File: src/rtl/fifo_rd_ctrl_pkg.sv
// ============================================================================
// Module      : fifo_rd_ctrl_pkg
// Description : Shared state encoding and default widths for the FIFO read
//               controller and its pattern checker.
// Revision    : 1.0 - initial release
// ============================================================================
`default_nettype none

package fifo_rd_ctrl_pkg;

  localparam int DEF_DATA_SIZE = 8;
  localparam int DEF_ADDR_SIZE = 4;

  typedef enum logic [1:0] {
    ST_IDLE  = 2'd0,
    ST_READ  = 2'd1,
    ST_DRAIN = 2'd2,
    ST_DONE  = 2'd3
  } state_e;

endpackage

`default_nettype wire

File: src/rtl/fifo_pattern_chk.sv
// ============================================================================
// Module      : fifo_pattern_chk
// Description : Incrementing-pattern checker; counts received words that
//               differ from the expected sequence, saturating.
// Revision    : 1.0 - initial release
// ============================================================================
`default_nettype none

module fifo_pattern_chk
  import fifo_rd_ctrl_pkg::*;
#(
  parameter int DATA_SIZE = DEF_DATA_SIZE,
  parameter int CNT_W     = DEF_ADDR_SIZE + 1
) (
  input  logic                 clk_i,
  input  logic                 rst_i,
  input  logic                 init_i,
  input  logic [DATA_SIZE-1:0] seed_i,
  input  logic                 valid_i,
  input  logic [DATA_SIZE-1:0] data_i,
  output logic [CNT_W-1:0]     err_count_o
);

  logic [DATA_SIZE-1:0] expected_q, expected_d;
  logic [CNT_W-1:0]     err_q, err_d;

  always_comb begin
    expected_d = expected_q;
    err_d      = err_q;
    if (init_i) begin
      expected_d = seed_i;
      err_d      = '0;
    end else if (valid_i) begin
      expected_d = expected_q + 1'b1;
      if ((data_i != expected_q) && (err_q != {CNT_W{1'b1}})) begin
        err_d = err_q + 1'b1;
      end
    end
  end

  always_ff @(posedge clk_i or posedge rst_i) begin
    if (rst_i) begin
      expected_q <= '0;
      err_q      <= '0;
    end else begin
      expected_q <= expected_d;
      err_q      <= err_d;
    end
  end

  assign err_count_o = err_q;

endmodule

`default_nettype wire

File: src/rtl/fifo_rd_ctrl.sv
// ============================================================================
// Module      : fifo_rd_ctrl
// Description : Burst read controller for the read side of a FIFO with
//               one-cycle read latency and incrementing-pattern checking.
// Revision    : 1.0 - initial release
// ============================================================================
`default_nettype none

module fifo_rd_ctrl
  import fifo_rd_ctrl_pkg::*;
#(
  parameter int DATA_SIZE = DEF_DATA_SIZE,
  parameter int ADDR_SIZE = DEF_ADDR_SIZE
) (
  input  logic                 r_clk,
  input  logic                 r_rst,
  input  logic                 start,
  input  logic [ADDR_SIZE:0]   burst_len,
  input  logic [DATA_SIZE-1:0] seed,
  input  logic                 abort,
  input  logic                 r_empty,
  input  logic [DATA_SIZE-1:0] r_data,
  output logic                 r_en,
  output logic [DATA_SIZE-1:0] out_data,
  output logic                 out_valid,
  output logic                 busy,
  output logic                 done,
  output logic [ADDR_SIZE:0]   rd_count,
  output logic [ADDR_SIZE:0]   err_count
);

  state_e               state_q, state_d;
  logic [ADDR_SIZE:0]   len_q, len_d;
  logic [ADDR_SIZE:0]   issued_q, issued_d;
  logic [ADDR_SIZE:0]   rd_count_q, rd_count_d;
  logic                 pending_q;
  logic [DATA_SIZE-1:0] out_data_q;
  logic                 accept;

  assign accept = (state_q == ST_IDLE) && start;
  assign r_en   = (state_q == ST_READ) && !r_empty && !abort && (issued_q < len_q);

  always_comb begin
    state_d    = state_q;
    len_d      = len_q;
    issued_d   = issued_q;
    rd_count_d = rd_count_q;
    case (state_q)
      ST_IDLE: begin
        if (start) begin
          len_d      = burst_len;
          issued_d   = '0;
          rd_count_d = '0;
          state_d    = (burst_len == '0) ? ST_DONE : ST_READ;
        end
      end
      ST_READ: begin
        if (r_en) begin
          issued_d = issued_q + 1'b1;
        end
        if (abort || (issued_d == len_q)) begin
          state_d = ST_DRAIN;
        end
      end
      // Only the read issued in the last READ cycle can still be in flight.
      ST_DRAIN: begin
        if (!pending_q) begin
          state_d = ST_DONE;
        end
      end
      ST_DONE: state_d = ST_IDLE;
      default: state_d = ST_IDLE;
    endcase
    if (pending_q) begin
      rd_count_d = rd_count_q + 1'b1;
    end
  end

  always_ff @(posedge r_clk or posedge r_rst) begin
    if (r_rst) begin
      state_q    <= ST_IDLE;
      len_q      <= '0;
      issued_q   <= '0;
      rd_count_q <= '0;
      pending_q  <= 1'b0;
      out_data_q <= '0;
    end else begin
      state_q    <= state_d;
      len_q      <= len_d;
      issued_q   <= issued_d;
      rd_count_q <= rd_count_d;
      pending_q  <= r_en;
      if (pending_q) begin
        out_data_q <= r_data;
      end
    end
  end

  // The word arrives in the strobe cycle; the register holds it afterwards.
  assign out_data  = pending_q ? r_data : out_data_q;
  assign out_valid = pending_q;
  assign busy      = (state_q == ST_READ) || (state_q == ST_DRAIN);
  assign done      = (state_q == ST_DONE);
  assign rd_count  = rd_count_q;

  fifo_pattern_chk #(
    .DATA_SIZE (DATA_SIZE),
    .CNT_W     (ADDR_SIZE + 1)
  ) u_pattern_chk (
    .clk_i       (r_clk),
    .rst_i       (r_rst),
    .init_i      (accept),
    .seed_i      (seed),
    .valid_i     (pending_q),
    .data_i      (r_data),
    .err_count_o (err_count)
  );

endmodule

`default_nettype wire

File: config.mk
export PLATFORM = sky130hd
export DESIGN_NAME = fifo_rd_ctrl
export DESIGN_NICKNAME = d
export VERILOG_FILES = /design/src/rtl/fifo_rd_ctrl_pkg.sv /design/src/rtl/fifo_pattern_chk.sv /design/src/rtl/fifo_rd_ctrl.sv
export SDC_FILE = /design/constraint.sdc
export NUM_CORES = 1
export LEC_CHECK = 0
export ABC_AREA = 1
export BUFFER_PORTS_ARGS = -buffer_cell sky130_fd_sc_hd__buf_2
export CORE_UTILIZATION = 55
export CTS_CLUSTER_DIAMETER = 200
export DETAILED_ROUTE_END_ITERATION = 16
export PLACE_DENSITY_LB_ADDON = 0.1
export SLEW_MARGIN = 0
export SYNTH_ARGS = -nofsm -noshare
export SYNTH_HDL_FRONTEND = slang
export SYNTH_SLANG_ARGS = --single-unit
export TNS_END_PERCENT = 50
File: constraint.sdc
create_clock -name r_clk -period 2.5 [get_ports r_clk]
set_input_delay 0.5 -clock r_clk [delete_from_list [all_inputs] [get_ports r_clk]]
set_output_delay 0.5 -clock r_clk [all_outputs]
set_load 0.02 [all_outputs]
# ---- Yosys cells after proc, flatten, opt, wreduce, memory -nomap -nowiden
# Index checks and enable logic that the tools add are counted.
dict set report word_totals {
  elab_cells 60
  ff_bits 39
  inputBits 26
  output_inout_bits 22
}
dict set report classes {
  reduce_logical 21
  add_sub_neg 4
  n_eq_ne 9
  muxes 17
  order_cmp 1
}
# op count
set ops {}
lappend ops {{5-bit two-way mux} 8}
lappend ops {{8-bit two-way mux} 3}
lappend ops {{5-bit by 1-bit adder with 5-bit output (second input constant)} 3}
lappend ops {{5-bit case mux with 2 select lines} 1}
lappend ops {{2-bit nonzero test} 5}
lappend ops {{8-bit by 1-bit adder with 8-bit output (second input constant)} 1}
lappend ops {{2-bit two-way mux} 4}
lappend ops {{8-bit inequality test} 1}
lappend ops {{2-bit case mux with 4 select lines} 1}
lappend ops {{2-bit AND reduction} 4}
lappend ops {{5-bit == test} 1}
lappend ops {{1-bit logical AND} 5}
lappend ops {{5-bit zero test} 1}
lappend ops {{5-bit less-than comparator} 1}
lappend ops {{5-bit inequality test (second input constant)} 1}
lappend ops {{2-bit == test (second input constant)} 2}
lappend ops {{2-bit inequality test (second input constant)} 2}
lappend ops {{3-bit AND reduction} 1}
lappend ops {{2-bit by 1-bit == test with 1-bit output (second input constant)} 1}
lappend ops {{1-bit zero test} 2}
lappend ops {{2-bit zero test} 1}
lappend ops {{1-bit logical OR} 2}
lappend ops {{2-bit by 1-bit inequality test with 1-bit output (second input constant)} 1}

# ---- Longest topological paths before layout
dict set report logic_depth {
  ltp_word 10
  ltp_mapped 17
  depth_no_buf 17
}

# ---- By module
# Synthesis repeated with hierarchy kept, for this count alone.
dict set report unflattened {
  hier_cells 309
  hier_area_um2 2377.3
}
# mod area_per_inst_um2 cells_each instances seq_area_each_um2
set modules_own_cells {}
lappend modules_own_cells {fifo_rd_ctrl 1487.7 193 1 650.6}
lappend modules_own_cells {fifo_pattern_chk 889.6 116 1 325.3}

# ---- Worst setup path before layout
# No wires, ideal clock.
dict set report synth_timing {
  path_type {reg2out}
  startpoint {reg pending_q (netlist: out_valid)}
  endpoint {out out_data[5]}
  stages_incl_launch_ff 5
  setup_slack_ps 537
  required_ps 2000
  path_buffers 2
  t_arrival_ps 1463
  path_cell_list {dfrtp_1 > buf_2 > inv_1 > clkbuf_1 > o21ai_0}
}
dict set report synth_via {
  elab_chain_len 1
}
# item line_no
set synth_lines {}
lappend synth_lines {{start: declaration} fifo_rd_ctrl.sv:36} ;# logic pending_q;
lappend synth_lines {{start signal: assignment} fifo_rd_ctrl.sv:92} ;# pending_q <= r_en;
lappend synth_lines {{8-bit two-way mux} --}
lappend synth_lines {{end: declaration} fifo_rd_ctrl.sv:24} ;# output logic [DATA_SIZE-1:0] out_data,
# No other way between the ends.

# ---- Worst setup path after layout
dict set report layout_timing {
  startpoint {reg len_q[2]}
  endpoint {out r_en}
}
dict set report layout_via {
  elab_chain_len 2
}
# item line_no
set layout_lines {}
lappend layout_lines {{start: declaration} fifo_rd_ctrl.sv:33} ;# logic [ADDR_SIZE:0] len_q, len_d;
lappend layout_lines {{start signal: assignment} fifo_rd_ctrl.sv:89} ;# len_q <= len_d;
lappend layout_lines {{5-bit less-than comparator} fifo_rd_ctrl.sv:41} ;# assign r_en = (state_q == ST_READ) && !r_empty && !abort && (issued_q < len_q);
lappend layout_lines {{1-bit logical AND} fifo_rd_ctrl.sv:41}
lappend layout_lines {{end: declaration} fifo_rd_ctrl.sv:23} ;# output logic r_en,
# No other way between the ends.

==> impl_metrics.tcl <==
set metrics [dict create \
    grt_setup_unrepaired "no" \
    port_buffers 47 \
    synth_area_mm2 0.00230 \
    insertion_delay_ns 0.29 \
    synth_ff_type "dfrtp_1" \
    fillers 358 \
    max_stage_delay_ns 0.39 \
    final_nets 377 \
    crit_path_frequent_cell "inv_1" \
    synthCells 285 \
    start_kind "flip-flop" \
    post_cts_resized 0 \
    worstPathArrival_ns 1.74 \
    die_h_um 66.7 \
    ios 48 \
    grt_pass1_vias 1876 \
    clock_path_buffers 2 \
    synth_fp_nets 324 \
    cts_tree "done" \
    drc 0 \
    endpoint_kind "output pin" \
    power_density_mw_per_mm2 1130 \
    numCtsBuffers 5 \
    clock_sinks 39 \
    grt_overflow_total 0 \
    fin_util_pct 67.4 \
    yosysWarningCount 0 \
    fin_skew_ns 0.00668 \
    finalSetupTns_ns 0 \
    grt_usage_pct 23.9 \
    ys_ff_latch 39 \
    hold_violations 0 \
    timing.final.ws_setup_ns 0.256 \
    syn2layout_area_growth_pct 17.0 \
    firstDrtPassIters 4 \
    synth_top_area_cell "dfrtp_1" \
    route.vias.total 2009 \
    viasPerCell 5.16 \
    path_cells "inv_1 > ha_1 > a21oi_1 > nand2_2 > nand2_4 > nand2_8 > inv_1 > buf_2" \
    cpMaxStageDelayCell "dfrtp_1" \
    root_buffer "clkbuf_8" \
    rows 23 \
    ys_seq_area_share_pct 42.4 \
    gp_congestion 0.878 \
    p_leak_nw 1.46 \
    numPlacedInstances 381 \
    drt_wl_total_mm 4.72 \
    grt_pass1_wl_mm 7.89 \
    drive_gt1_share_pct 22.7 \
    dpl_worst_slack_ns 0.510 \
    antenna_left 0 \
    post_cts_buffers 0 \
    tightest_slew_ns 0.748 \
    setup_viol 0 \
    max_freq_mhz 446 \
    grt_max_degree 40 \
    maxSlewHeadroom_pct 49.6 \
    yosysMostFrequentCell "nand2_1" \
    hold_buffers 0 \
    period_share_pct 89.8 \
    synth-edff-count 0 \
    first_iter_violations 95 \
    hp-class "in -> async" \
    synthTopCellsByCount "nand2_1 (75), dfrtp_1 (39), nand3_1 (31)" \
    worstPathRequired_ns 2.00 \
    antenna_found_initial 0 \
    ys_async_sr_fraction_pct 100 \
    period_minus_slack_ns 2.24 \
    dieArea_mm2 0.00445 \
    yosysUniqueCellTypes 28 \
    start_util_pct 57.6 \
    dp_hpwl_mm 3.59 \
    vdd_ir_drop_max_uv 813 \
    synth_top_area_share_pct 42.4 \
    crit_fanout 8 \
    maxCapViolCount 0 \
    ys_top_cells_by_area "dfrtp_1 (42%), nand2_1 (12%), ha_1 (7.1%)" \
    clk_pin_slew_ns 0.08 \
    final_max_slew_viol_count 0 \
    avgRoutedWirePerCell_um 12.1 \
    worstSetupPathType "reg -> out" \
    die_w_um 66.7 \
    diodes 0 \
    final_cells 389 \
    design.core.area_mm2 0.00400 \
    htreeDepth 2 \
    status "completed" \
    syn_avg_cell_area_um2 8.08 \
]
-- power by group --
part | internal (mW) | total [mW] | switching [mW]
clock | 0.191 | 0.412 | 0.221
combinational | 0.570 | 1.57 | 0.999
sequential | 0.868 | 1.07 | 0.198
-- sequential cells by signal, summed over array words and instances, names as in the netlist --
register	flops
out_data_q	8
state_q	2
u_pattern_chk.expected_q	8
rd_count	5
len_q	5
issued_q	5
out_valid	1
u_pattern_chk.err_count_o	5
-- stage by stage --
step           hold WS, ns  area, um2  total power, mW
2_1_floorplan        0.475       2300             2.25
6_report             0.319       2700             3.05
4_1_cts              0.336       2700             3.07
3_3_place_gp         0.447       2610             2.60
5_1_grt              0.365       2700             3.34
3_5_place_dp         0.452       2610             2.65
-- layer usage --
| layer | vias to the layer above | share of wire (%) | track usage, % |
|---|---|---|---|
| met4 | 0 | 1.3 | 7.18 |
| met5 | - | 0 | 0 |
| met2 | 40 | 46 | 39.9 |
| li1 | 1031 | - | - |
| met3 | 5 | 3.6 | 5.82 |
| met1 | 933 | 49 | 30.2 |
-- cells by family (layout without fill, tap and decap cells) --
logic type,Yosys count,count (layout),share of synthesized area [%]
and+or+nand+nor,147,147,29.8
DFF,39,39,42.4
buffers and inverters,36,90,5.92
AOI/OAI and AO/OA,32,32,7.99
xor gates and xnor gates,18,18,6.84
adders and majority gates,13,13,7.06
-- path summary, 6_finish.rpt --
kind,from,endpoint,slack (ns),cells past startpoint
max,len_q[2]$_DFFE_PP0P_,r_en,0.26,8
min,r_rst,issued_q[2]$_DFFE_PP0P_,0.32,3
max reg2reg,len_q[2]$_DFFE_PP0P_,state_q[1]$_DFFE_PP0P_,0.46,14
min reg2reg,out_data_q[1]$_DFF_PP0_,out_data_q[1]$_DFF_PP0_,0.47,2
max in group asynchronous,r_rst,u_pattern_chk.err_count_o[3]$_DFFE_PP0P_,1.84,3
min in group r_clk,burst_len[3],len_q[3]$_DFFE_PP0P_,0.43,3
-- final cells by class --
class	instances	area (um2)	share of cell area, %
Sequential cell	39	976	36.2
Timing Repair Buffer	51	265	9.84
Tap cell	50	62.6	2.32
Inverter	31	116	4.32
Multi-Input combinational cell	210	1190	44.2
Clock buffer	5	68.8	2.55
Clock inverter	3	15.0	0.557
-- cells in the final DEF, fill, tap and decap left out, drive strengths merged --
cell type and n:
buf 51, nand3 33, nand4 3, xnor2 8
nand2 86, a21oi 8, o211ai 1, nor2 19
inv 30, and3 1, xor2 10, nor4 1
dfrtp 39, o21bai 1, clkinv 4, nor3 3
o22ai 6, or2 1, o21ai 16, clkbuf 5
ha 13
-- critical path, delay by kind of cell (launching register included) --
kind | cells | cell delay (ns)
DFF | 1 | 0.39
AOI/OAI and AO/OA | 1 | 0.18
buffers and inverters | 3 | 0.35
adders and majority gates | 1 | 0.25
and+or+nand+nor | 3 | 0.29
No activity file was read; power rests on OpenSTA's default activity.
